[src/rtl/wb_write_queue_if.sv]
// Register-file write-port bus: pipeline writeback, mult/div result handshake,
// hazard queries and the registered write port.
interface wb_write_queue_if #(parameter int AW = 2);
    logic        pipe_we;
    logic [4:0]  pipe_addr;
    logic [31:0] pipe_data;
    logic [31:0] pipe_pc;
    logic        md_valid;
    logic        md_ready;
    logic [4:0]  md_addr;
    logic [31:0] md_data;
    logic [31:0] md_pc;
    logic [4:0]  query_addr1;
    logic [4:0]  query_addr2;
    logic        query_busy1;
    logic        query_busy2;
    logic [AW:0] count;
    logic        WriteEnable;
    logic [4:0]  WriteAddress;
    logic [31:0] WriteData;
    logic [31:0] WritePC;

    modport master (
        output pipe_we, pipe_addr, pipe_data, pipe_pc,
        output md_valid, md_addr, md_data, md_pc,
        output query_addr1, query_addr2,
        input  md_ready, query_busy1, query_busy2, count,
        input  WriteEnable, WriteAddress, WriteData, WritePC
    );

    modport slave (
        input  pipe_we, pipe_addr, pipe_data, pipe_pc,
        input  md_valid, md_addr, md_data, md_pc,
        input  query_addr1, query_addr2,
        output md_ready, query_busy1, query_busy2, count,
        output WriteEnable, WriteAddress, WriteData, WritePC
    );
endinterface

[src/rtl/wb_write_queue.sv]
// Single register-file write port shared by pipeline writeback (always wins)
// and a small FIFO of mult/div results that drains on free cycles.
module wb_write_queue #(
    parameter int DEPTH = 4,
    parameter int AW    = 2
) (
    input  logic             clk,
    input  logic             Reset,
    wb_write_queue_if.slave  bus
);
    logic [4:0]  fifoAddr [DEPTH];
    logic [31:0] fifoData [DEPTH];
    logic [31:0] fifoPc   [DEPTH];

    logic [AW-1:0] wrPtr, rdPtr;
    logic [AW:0]   fifoCount, countNext;
    logic          writeEnableQ;
    logic [4:0]    writeAddrQ;
    logic [31:0]   writeDataQ, writePcQ;

    logic mdReady, enq, deq, pipeWrite;
    logic busy1, busy2;
    logic [AW-1:0] slotIdx, slotOff;

    assign mdReady   = fifoCount < (AW+1)'(DEPTH);
    // $0 results complete the handshake but are dropped.
    assign enq       = bus.md_valid && mdReady && (bus.md_addr != 5'd0);
    assign pipeWrite = bus.pipe_we && (bus.pipe_addr != 5'd0);
    assign deq       = !pipeWrite && (fifoCount != '0);

    always_comb begin
        countNext = fifoCount;
        case ({enq, deq})
            2'b10:   countNext = fifoCount + 1'b1;
            2'b01:   countNext = fifoCount - 1'b1;
            default: countNext = fifoCount;
        endcase
    end

    always_ff @(posedge clk or negedge Reset) begin
        if (!Reset) begin
            wrPtr        <= '0;
            rdPtr        <= '0;
            fifoCount    <= '0;
            writeEnableQ <= 1'b0;
            writeAddrQ   <= 5'd0;
            writeDataQ   <= 32'd0;
            writePcQ     <= 32'd0;
        end else begin
            if (enq) wrPtr <= wrPtr + 1'b1;
            if (deq) rdPtr <= rdPtr + 1'b1;
            fifoCount <= countNext;
            if (pipeWrite) begin
                writeEnableQ <= 1'b1;
                writeAddrQ   <= bus.pipe_addr;
                writeDataQ   <= bus.pipe_data;
                writePcQ     <= bus.pipe_pc;
            end else if (deq) begin
                writeEnableQ <= 1'b1;
                writeAddrQ   <= fifoAddr[rdPtr];
                writeDataQ   <= fifoData[rdPtr];
                writePcQ     <= fifoPc[rdPtr];
            end else begin
                writeEnableQ <= 1'b0;
            end
        end
    end

    // Storage is not reset; occupancy alone decides which slots are live.
    always_ff @(posedge clk) begin
        if (enq) begin
            fifoAddr[wrPtr] <= bus.md_addr;
            fifoData[wrPtr] <= bus.md_data;
            fifoPc[wrPtr]   <= bus.md_pc;
        end
    end

    always_comb begin
        busy1   = 1'b0;
        busy2   = 1'b0;
        slotIdx = '0;
        slotOff = '0;
        for (int i = 0; i < DEPTH; i++) begin
            slotIdx = AW'(i);
            slotOff = slotIdx - rdPtr;
            if ({1'b0, slotOff} < fifoCount) begin
                if (fifoAddr[slotIdx] == bus.query_addr1) busy1 = 1'b1;
                if (fifoAddr[slotIdx] == bus.query_addr2) busy2 = 1'b1;
            end
        end
        // Register file has no bypass, so the word sitting on the port is still pending.
        if (writeEnableQ && writeAddrQ == bus.query_addr1) busy1 = 1'b1;
        if (writeEnableQ && writeAddrQ == bus.query_addr2) busy2 = 1'b1;
        if (bus.query_addr1 == 5'd0) busy1 = 1'b0;
        if (bus.query_addr2 == 5'd0) busy2 = 1'b0;
    end

    assign bus.md_ready     = mdReady;
    assign bus.count        = fifoCount;
    assign bus.query_busy1  = busy1;
    assign bus.query_busy2  = busy2;
    assign bus.WriteEnable  = writeEnableQ;
    assign bus.WriteAddress = writeAddrQ;
    assign bus.WriteData    = writeDataQ;
    assign bus.WritePC      = writePcQ;
endmodule
[src/flat_wrapper.sv]
// flat-port wrapper written by rule: the top's interface ports become plain ports
module wb_write_queue_flat 
#(
    parameter int DEPTH = 4,
    parameter int AW    = 2
)
  (clk, Reset, bus_pipe_we, bus_pipe_addr, bus_pipe_data, bus_pipe_pc, bus_md_valid, bus_md_addr, bus_md_data, bus_md_pc, bus_query_addr1, bus_query_addr2, bus_md_ready, bus_query_busy1, bus_query_busy2, bus_count, bus_WriteEnable, bus_WriteAddress, bus_WriteData, bus_WritePC);
  wb_write_queue_if #(.AW(AW)) bus_i ();
  input  logic clk;
  input  logic Reset;
  input wire logic [$bits(bus_i.pipe_we)-1:0] bus_pipe_we;
  input wire logic [$bits(bus_i.pipe_addr)-1:0] bus_pipe_addr;
  input wire logic [$bits(bus_i.pipe_data)-1:0] bus_pipe_data;
  input wire logic [$bits(bus_i.pipe_pc)-1:0] bus_pipe_pc;
  input wire logic [$bits(bus_i.md_valid)-1:0] bus_md_valid;
  input wire logic [$bits(bus_i.md_addr)-1:0] bus_md_addr;
  input wire logic [$bits(bus_i.md_data)-1:0] bus_md_data;
  input wire logic [$bits(bus_i.md_pc)-1:0] bus_md_pc;
  input wire logic [$bits(bus_i.query_addr1)-1:0] bus_query_addr1;
  input wire logic [$bits(bus_i.query_addr2)-1:0] bus_query_addr2;
  output wire logic [$bits(bus_i.md_ready)-1:0] bus_md_ready;
  output wire logic [$bits(bus_i.query_busy1)-1:0] bus_query_busy1;
  output wire logic [$bits(bus_i.query_busy2)-1:0] bus_query_busy2;
  output wire logic [$bits(bus_i.count)-1:0] bus_count;
  output wire logic [$bits(bus_i.WriteEnable)-1:0] bus_WriteEnable;
  output wire logic [$bits(bus_i.WriteAddress)-1:0] bus_WriteAddress;
  output wire logic [$bits(bus_i.WriteData)-1:0] bus_WriteData;
  output wire logic [$bits(bus_i.WritePC)-1:0] bus_WritePC;
  assign bus_i.pipe_we = bus_pipe_we;
  assign bus_i.pipe_addr = bus_pipe_addr;
  assign bus_i.pipe_data = bus_pipe_data;
  assign bus_i.pipe_pc = bus_pipe_pc;
  assign bus_i.md_valid = bus_md_valid;
  assign bus_i.md_addr = bus_md_addr;
  assign bus_i.md_data = bus_md_data;
  assign bus_i.md_pc = bus_md_pc;
  assign bus_i.query_addr1 = bus_query_addr1;
  assign bus_i.query_addr2 = bus_query_addr2;
  assign bus_md_ready = bus_i.md_ready;
  assign bus_query_busy1 = bus_i.query_busy1;
  assign bus_query_busy2 = bus_i.query_busy2;
  assign bus_count = bus_i.count;
  assign bus_WriteEnable = bus_i.WriteEnable;
  assign bus_WriteAddress = bus_i.WriteAddress;
  assign bus_WriteData = bus_i.WriteData;
  assign bus_WritePC = bus_i.WritePC;
  wb_write_queue #(.DEPTH(DEPTH), .AW(AW)) u_core (.clk(clk), .Reset(Reset), .bus(bus_i));
endmodule
[config.mk]
export PLATFORM = sky130hd
export DESIGN_NAME = wb_write_queue_flat
export DESIGN_NICKNAME = d
export VERILOG_FILES = /design/src/rtl/wb_write_queue_if.sv /design/src/rtl/wb_write_queue.sv /design/src/flat_wrapper.sv
export SDC_FILE = /design/constraint.sdc
export NUM_CORES = 1
export LEC_CHECK = 0
export BUFFER_PORTS_ARGS = -buffer_cell sky130_fd_sc_hd__buf_2
export CORE_ASPECT_RATIO = 0.7
export CORE_MARGIN = 2
export CORE_UTILIZATION = 51
export DETAILED_ROUTE_END_ITERATION = 12
export MAX_ROUTING_LAYER = met4
export PLACE_DENSITY_LB_ADDON = 0.12
export SETUP_SLACK_MARGIN = 0.2
export SLEW_MARGIN = 20
export SYNTH_ARGS = -nofsm -noshare
export SYNTH_HDL_FRONTEND = slang
export SYNTH_SLANG_ARGS = --single-unit
[constraint.sdc]
create_clock -name clk -period 2.8 [get_ports clk]
set_input_delay 0.56 -clock clk [delete_from_list [all_inputs] [get_ports clk]]
set_output_delay 0.56 -clock clk [all_outputs]
set_load 0.02 [all_outputs]
==> results of run 1 <==
[critical path, delay by kind of cell, from the launching register on]
kind,cells,cell delay [ps]
AO/OA/AOI/OAI,3,430
XOR/XNOR,1,200
adder cells (fa/ha/maj),1,250
buffers and inverters,2,190
flip-flops,1,520
AND/OR/NAND/NOR,1,150
[state kept, by name, indices dropped and copies added (netlist names), 2 cells and up]
| name | cells |
|---|---|
| u_core.fifoAddr | 20 |
| u_core.wrPtr | 2 |
| u_core.bus.WriteAddress | 5 |
| u_core.fifoData | 128 |
| u_core.bus.WriteData | 32 |
| u_core.bus.count | 3 |
| u_core.fifoPc | 128 |
| u_core.rdPtr | 2 |
| u_core.bus.WritePC | 32 |
[area by class of cell]
cell class | instances | area, um^2
Clock inverter | 15 | 168
Tap cell | 371 | 464
Multi-Input combinational cell | 397 | 3920
Antenna cell | 9 | 22.5
Clock buffer | 49 | 970
Sequential cell | 353 | 10200
Fill cell | 2046 | 10600
Timing Repair Buffer | 246 | 1390
Inverter | 9 | 36.3
[what timing repair did]
action,4_1_cts,5_1_grt
hold buffers,0,0
endpoints found under the hold margin,0,0
gates cloned,0,0
setup buffers,3,1
pin swaps,10,8
gates resized for setup,15,8
endpoints found under the setup margin,2,2
[Yosys cell counts (2+ instances only)]
| cell | n | area share |
|---|---|---|
| a21oi_1 | 3 | 0.0010 |
| and2_1 | 4 | 0.0017 |
| buf_1 | 3 | 0.00079 |
| buf_2 | 12 | 0.0042 |
| buf_4 | 6 | 0.0031 |
| buf_6 | 8 | 0.0063 |
| clkbuf_1 | 14 | 0.0037 |
| clkbuf_2 | 6 | 0.0021 |
| dfrtp_1 | 77 | 0.13 |
| edfxtp_1 | 276 | 0.58 |
| ha_1 | 9 | 0.0079 |
| inv_1 | 9 | 0.0024 |
| mux2i_1 | 69 | 0.048 |
| mux4_2 | 69 | 0.11 |
| nand2_1 | 72 | 0.019 |
| nand2b_1 | 2 | 0.00087 |
| nand3_1 | 4 | 0.0014 |
| nand4_1 | 4 | 0.0017 |
| nor2_1 | 5 | 0.0013 |
| nor3_1 | 7 | 0.0024 |
| nor4_1 | 4 | 0.0017 |
| o211ai_1 | 4 | 0.0021 |
| o21ai_0 | 13 | 0.0045 |
| o21ai_1 | 60 | 0.021 |
| o22a_1 | 2 | 0.0012 |
| or4_1 | 3 | 0.0016 |
| xnor2_1 | 14 | 0.0086 |
| xor2_1 | 43 | 0.026 |
[report_power, final]
group,total (mW),switching (mW),internal [mW]
Combinational,5.39,3.00,2.39
Sequential,7.13,0.446,6.68
Clock,4.64,1.92,2.72
[cells in the final DEF, fill, tap and decap left out, drive strengths merged, types with 2 or more instances in the layout]
cell    synthesis  routed
o211ai          4       4
mux4           69      69
xnor2          14      14
buf            29     246
nand2b          2       2
and2            4       4
inv             9      10
mux2i          69      69
xor2           43      43
nand3           4       4
nor3            7       7
nor2            6       6
a21oi           3       3
o22a            2       2
dfrtp          77      77
clkbuf         20      49
nor4            4       4
edfxtp        276     276
bufinv          0       3
nand4           4       4
o21ai          73      73
ha              9       9
clkinv          0      10
diode           0       9
nand2          72      72
or4             3       3
[stage by stage]
step | power (mW) | std cells | hold WS, ps
6_report | 17.2 | 1449 | 1.66
5_1_grt | 18.1 | 1448 | 41.5
4_1_cts | 17.2 | 1439 | 17.3
3_5_place_dp | 12.4 | 1372 | 536
3_3_place_gp | 12.4 | 1372 | 520
2_1_floorplan | 10.8 | 808 | 264
[final timing paths]
path | startpoint | endpoint | cells after the start
max | u_core.rdPtr[1] | bus_query_busy1 | 8
min | Reset | u_core.bus.WriteEnable | 1
max reg2reg | u_core.rdPtr[1] | u_core.bus.WriteData[25] | 5
min reg2reg | u_core.bus.WriteData[20] | u_core.bus.WriteData[20] | 2
max in group asynchronous | Reset | u_core.bus.WritePC[0] | 2
min in group clk | bus_pipe_data[25] | u_core.bus.WriteData[25] | 3
[layer usage]
metal | vias up | GRT usage | wire length, um
li1 | 3600 | - | -
met1 | 3993 | 0.317 | 14200
met2 | 235 | 0.308 | 13600
met3 | 34 | 0.0473 | 1940
met4 | 0 | 0.0553 | 385
met5 | - | - | 0
[cell families (layout without fill, tap and decap cells)]
family          count (synthesis)  after routing  share of synthesized area
simple gates                  107            107                     0.0329
xor+xnor                       57             57                     0.0348
mux                           138            138                      0.157
buf+inv                        58            319                     0.0225
flops                         353            353                      0.712
fa+ha+maj                      10             10                    0.00925
compound gates                 85             85                     0.0316
other cells                     0              9                          0
==> flow_summary_export.csv, run 1 <==
group,metric,value,unit
route,drtIter0Drc,605,
yosys,syn-instance-count,808,
timing,fin_crit,2840,ps
yosys,synth_enable_flop_cells,276,
placed_design,gp_congestion,0.856,
global_routing,track_usage,0.216,
worst_setup_path,cp.arrival,2280,ps
yosys,synth_nets,970,
global_routing,antenna_found_initial,8,
global_routing,grt_max_degree,135,
route,drtAntennaViolNets,0,
worst_setup_path,required,2240,ps
die,pin_count,228,
run_status,status,"finished, violations left",
timing,min_period_over_period,1.01,
power_and_ir_drop,ir_worst_vdd,0.000643,V
route,drc,0,
yosys,async_flop_share,0.218,
yosys,ys_seq_area_frac,0.712,
die,core-area,27800,um^2
yosys,ys_ff_latch,353,
die,chipHeight,144,um
worst_setup_path,start_kind,"flip-flop",
power_and_ir_drop,leakage,6.33,nW
timing,finalHoldViolations,0,
timing,skew,13.6,ps
power_and_ir_drop,p_per_area,997,nW/um^2
placed_design,place_ws,126,ps
timing,setup_viol,2,
cts,clock_path_buffers,3,
cts,numCtsBuffers,35,
timing,fin_setup_tns,-45.0,ps
finish,area_delta_synth_final,19.9,%
job,drv_cap,0,
route,wl_per_cell,20.8,um
die,die_area,29500,um^2
timing,slew_violations,0,
yosys,postSynthAreaPerCell,17.7,um^2
placed_design,port_buffers,227,
placed_design,placed_area,15900,um^2
route,routed_wirelength,30100,um
die,start_util,0.517,
worst_setup_path,path_max_fanout,4,
yosys,ys_warn_count,0,
worst_setup_path,ff2ff_setup_slack,500,ps
finish,post-route-util,0.620,
route,via_count,7862,
worst_setup_path,path_class,"flip-flop to primary output",
timing,rsz0062_at_grt,"yes",
cts,tritoncts,"yes",
route,first_pass_iters,5,
yosys,synth-main-ff-cell,"edfxtp_1",
worst_setup_path,critPathMaxStageDelay,520,ps
finish,final_area,17200,um^2
timing,fmax,0.353,GHz
timing,worst_pin_slew,1070,ps
global_routing,grt_pass1_wl,46100,um
global_routing,overflow,0,
run_status,violations,"negative setup slack",
cts,numClockSinks,353,
timing,layout_setup_ws,-35.8,ps
min_path,min_path_type,"primary input to asynchronous set/reset pin",
global_routing,grt_pass1_vias,7733,
die,fp.dieW,204,um
cts,worstSkewPairLatency,530,ps
finish,layout.nets,1204,
worst_setup_path,slowest_stage,"dfrtp_4",
cts,clkTransAtPathRegs,60,ps
cts,htreeDepth,2,
placed_design,dp_hpwl,18900,um
yosys,syn_area,14300,um^2
worst_setup_path,crit_chain,"xor2_4, inv_2, ha_4, a21oi_2, o211ai_1, nand4_1, o22a_1, buf_6",
route,vias_per_cell,5.43,
cts,root_buffer,"clkbuf_16",
finish,drive_above_1_share,0.361,
die,row_count,51,
worst_setup_path,worstSetupEndpointType,"primary output",
timing,relSlewSlack,0.288,
yosys,synth.distinct_cells,34,
(Power assumes the default switching activity.)
==> run 2: changes to the inputs <==
--- a/config.mk
+++ b/config.mk
@@ -5,11 +5,11 @@
 export SDC_FILE = /design/constraint.sdc
 export NUM_CORES = 1
 export LEC_CHECK = 0
-export BUFFER_PORTS_ARGS = -buffer_cell sky130_fd_sc_hd__buf_2
 export CORE_ASPECT_RATIO = 0.7
 export CORE_MARGIN = 2
-export CORE_UTILIZATION = 51
+export CORE_UTILIZATION = 57
 export DETAILED_ROUTE_END_ITERATION = 12
+export DONT_BUFFER_PORTS = 1
 export MAX_ROUTING_LAYER = met4
 export PLACE_DENSITY_LB_ADDON = 0.12
 export SETUP_SLACK_MARGIN = 0.2
==> run 2 against run 1 <==
Effect of this change: the flow still finishes with violations (negative setup slack); final cell count fell by 20%; critical path type unchanged; wire length fell by 4.7%; critical path depth fell by 2; setup slack improved by 5.2 ps; register-to-register slack got worse by 40 ps; sequential share of layout area rose by 5.4 points.
==> flow_summary_export.csv, run 2 (synthesis results as in run 1) <==
group,metric,value,unit
global_routing,overflow,0,
route,routed_wirelength,28700,um
timing,fin_setup_tns,-30.6,ps
route,drc,0,
timing,slew_violations,0,
timing,layout_setup_ws,-30.6,ps
power_and_ir_drop,leakage,5.32,nW
min_path,min_path_type,"primary input to flip-flop",
route,vias_per_cell,6.02,
min_path,min_from,"bus_md_data[8]",
placed_design,place_ws,222,ps
die,pin_count,228,
worst_setup_path,required,2240,ps
timing,skew,9.91,ps
cts,htreeDepth,1,
finish,reg_top3,"u_core.fifoData (128), u_core.fifoPc (128)",
die,fp.dieW,194,um
route,wl_per_cell,24.8,um
global_routing,grt_pass1_vias,7362,
worst_setup_path,path_max_fanout,3,
power_and_ir_drop,ir_worst_vdd,0.000849,V
global_routing,grt_pass1_wl,43500,um
worst_setup_path,cp.arrival,2270,ps
finish,area_delta_synth_final,9.97,%
cts,clock_path_buffers,3,
cts,numClockSinks,353,
timing,fmax,0.353,GHz
finish,drive_above_1_share,0.176,
run_status,status,"finished, violations left",
timing,timing.hold.ws,84.9,ps
timing,worst_pin_slew,1070,ps
min_path,whs_path_depth,0,
job,drv_cap,0,
power_and_ir_drop,power,16.1,mW
cts,worstSkewPairLatency,570,ps
global_routing,grt_max_degree,78,
route,via_count,6979,
route,drtIter0Drc,328,
min_path,whs_endpoint,"u_core.fifoData[3][8]",
die,die_area,26500,um^2
worst_setup_path,ff2ff_setup_slack,460,ps
worst_setup_path,r2r_cells,5,
power_and_ir_drop,p_per_area,1020,nW/um^2
timing,fin_crit,2830,ps
cts,clkTransAtPathRegs,70,ps
finish,final_common_cell,"edfxtp_1",
timing,min_period_over_period,1.01,
finish,fin_cells,1159,
worst_setup_path,start_kind,"flip-flop",
placed_design,placed_area,14600,um^2
finish,post-route-util,0.639,
worst_setup_path,worstSetupEndpointType,"primary output",
finish,multi_input_area,3900,um^2
worst_setup_path,r2r-end,"u_core.bus.WriteData[20]",
cts,numCtsBuffers,31,
timing,relSlewSlack,0.288,
finish,final_area,15800,um^2
timing,finalHoldViolations,0,
placed_design,place_inst,1092,
placed_design,gp_congestion,0.866,
run_status,violations,"negative setup slack",
timing,setup_viol,1,
global_routing,track_usage,0.226,
finish,register_area,10200,um^2
worst_setup_path,regToRegStartpoint,"u_core.rdPtr[1]",
cts,tritoncts,"yes",
route,drtAntennaViolNets,0,
global_routing,antenna_found_initial,1,
route,first_pass_iters,5,
cts,root_buffer,"clkbuf_16",
finish,layout_common_cells,"edfxtp_1 (276), dfrtp_1 (75), nand2_1 (72)",
finish,fillers,1712,
die,start_util,0.581,
worst_setup_path,path_class,"flip-flop to primary output",
finish,layout.nets,970,
timing,rsz0062_at_grt,"yes",
placed_design,dp_hpwl,17500,um
die,chipHeight,137,um
placed_design,port_buffers,0,
die,core-area,24700,um^2
die,row_count,48,
[run 2: cell count changes in the layout (fill, tap and decap cells not counted), sizes merged]
cell,before,now
buf,246,15
diode,9,1
clkinv,10,5
bufinv,3,2
clkbuf,49,50
clkinvlp,1,0
dlygate4sd3,0,1
[run 2: power breakdown]
part           internal [mW]  total (mW)  switching [mW]
Clock                   2.34        4.12            1.78
Sequential              6.68        7.67           0.988
Combinational           2.00        4.27            2.27
Total                   11.0        16.1            5.03
[run 2: critical path, stage by stage (launching register included)]
cell and delay, ps:
dfrtp_4 510, xor2_4 200, ha_1 280, a21oi_1 230, o211ai_1 130, nand4_1 130, o22a_2 230
[run 2: layout make-up]
class,instances,share of cell area
Sequential cell,353,0.648
Multi-Input combinational cell,397,0.247
Clock buffer,50,0.0563
Tap cell,325,0.0258
Timing Repair Buffer,16,0.0143
Clock inverter,8,0.00571
Inverter,9,0.00230
Antenna cell,1,0.000159
[run 2: worst max-delay path by stage]
stage	from	end
floorplan	u_core.rdPtr[1]	bus_query_busy2
global placement	bus_pipe_addr[1]	u_core.bus.count[2]
detailed placement	bus_pipe_addr[1]	u_core.bus.count[2]
CTS	u_core.rdPtr[1]	bus_query_busy2
global route	u_core.rdPtr[1]	bus_query_busy2
finish	u_core.rdPtr[1]	bus_query_busy2
[run 2: timing repair]
| item | CTS | global route |
|---|---|---|
| setup buffers | 2 | 0 |
| endpoints found under the hold margin | 77 | 0 |
| resized for setup | 14 | 5 |
| endpoints found under the setup margin | 2 | 2 |
| pin swaps | 7 | 7 |
| hold buffers | 2 | 0 |
[run 2: per-layer routing]
metal,vias up,share of wire,GRT usage
met5,-,0,-
met4,0,0.015,0.0441
li1,3108,-,-
met3,31,0.089,0.0784
met2,244,0.48,0.353
met1,3596,0.41,0.293
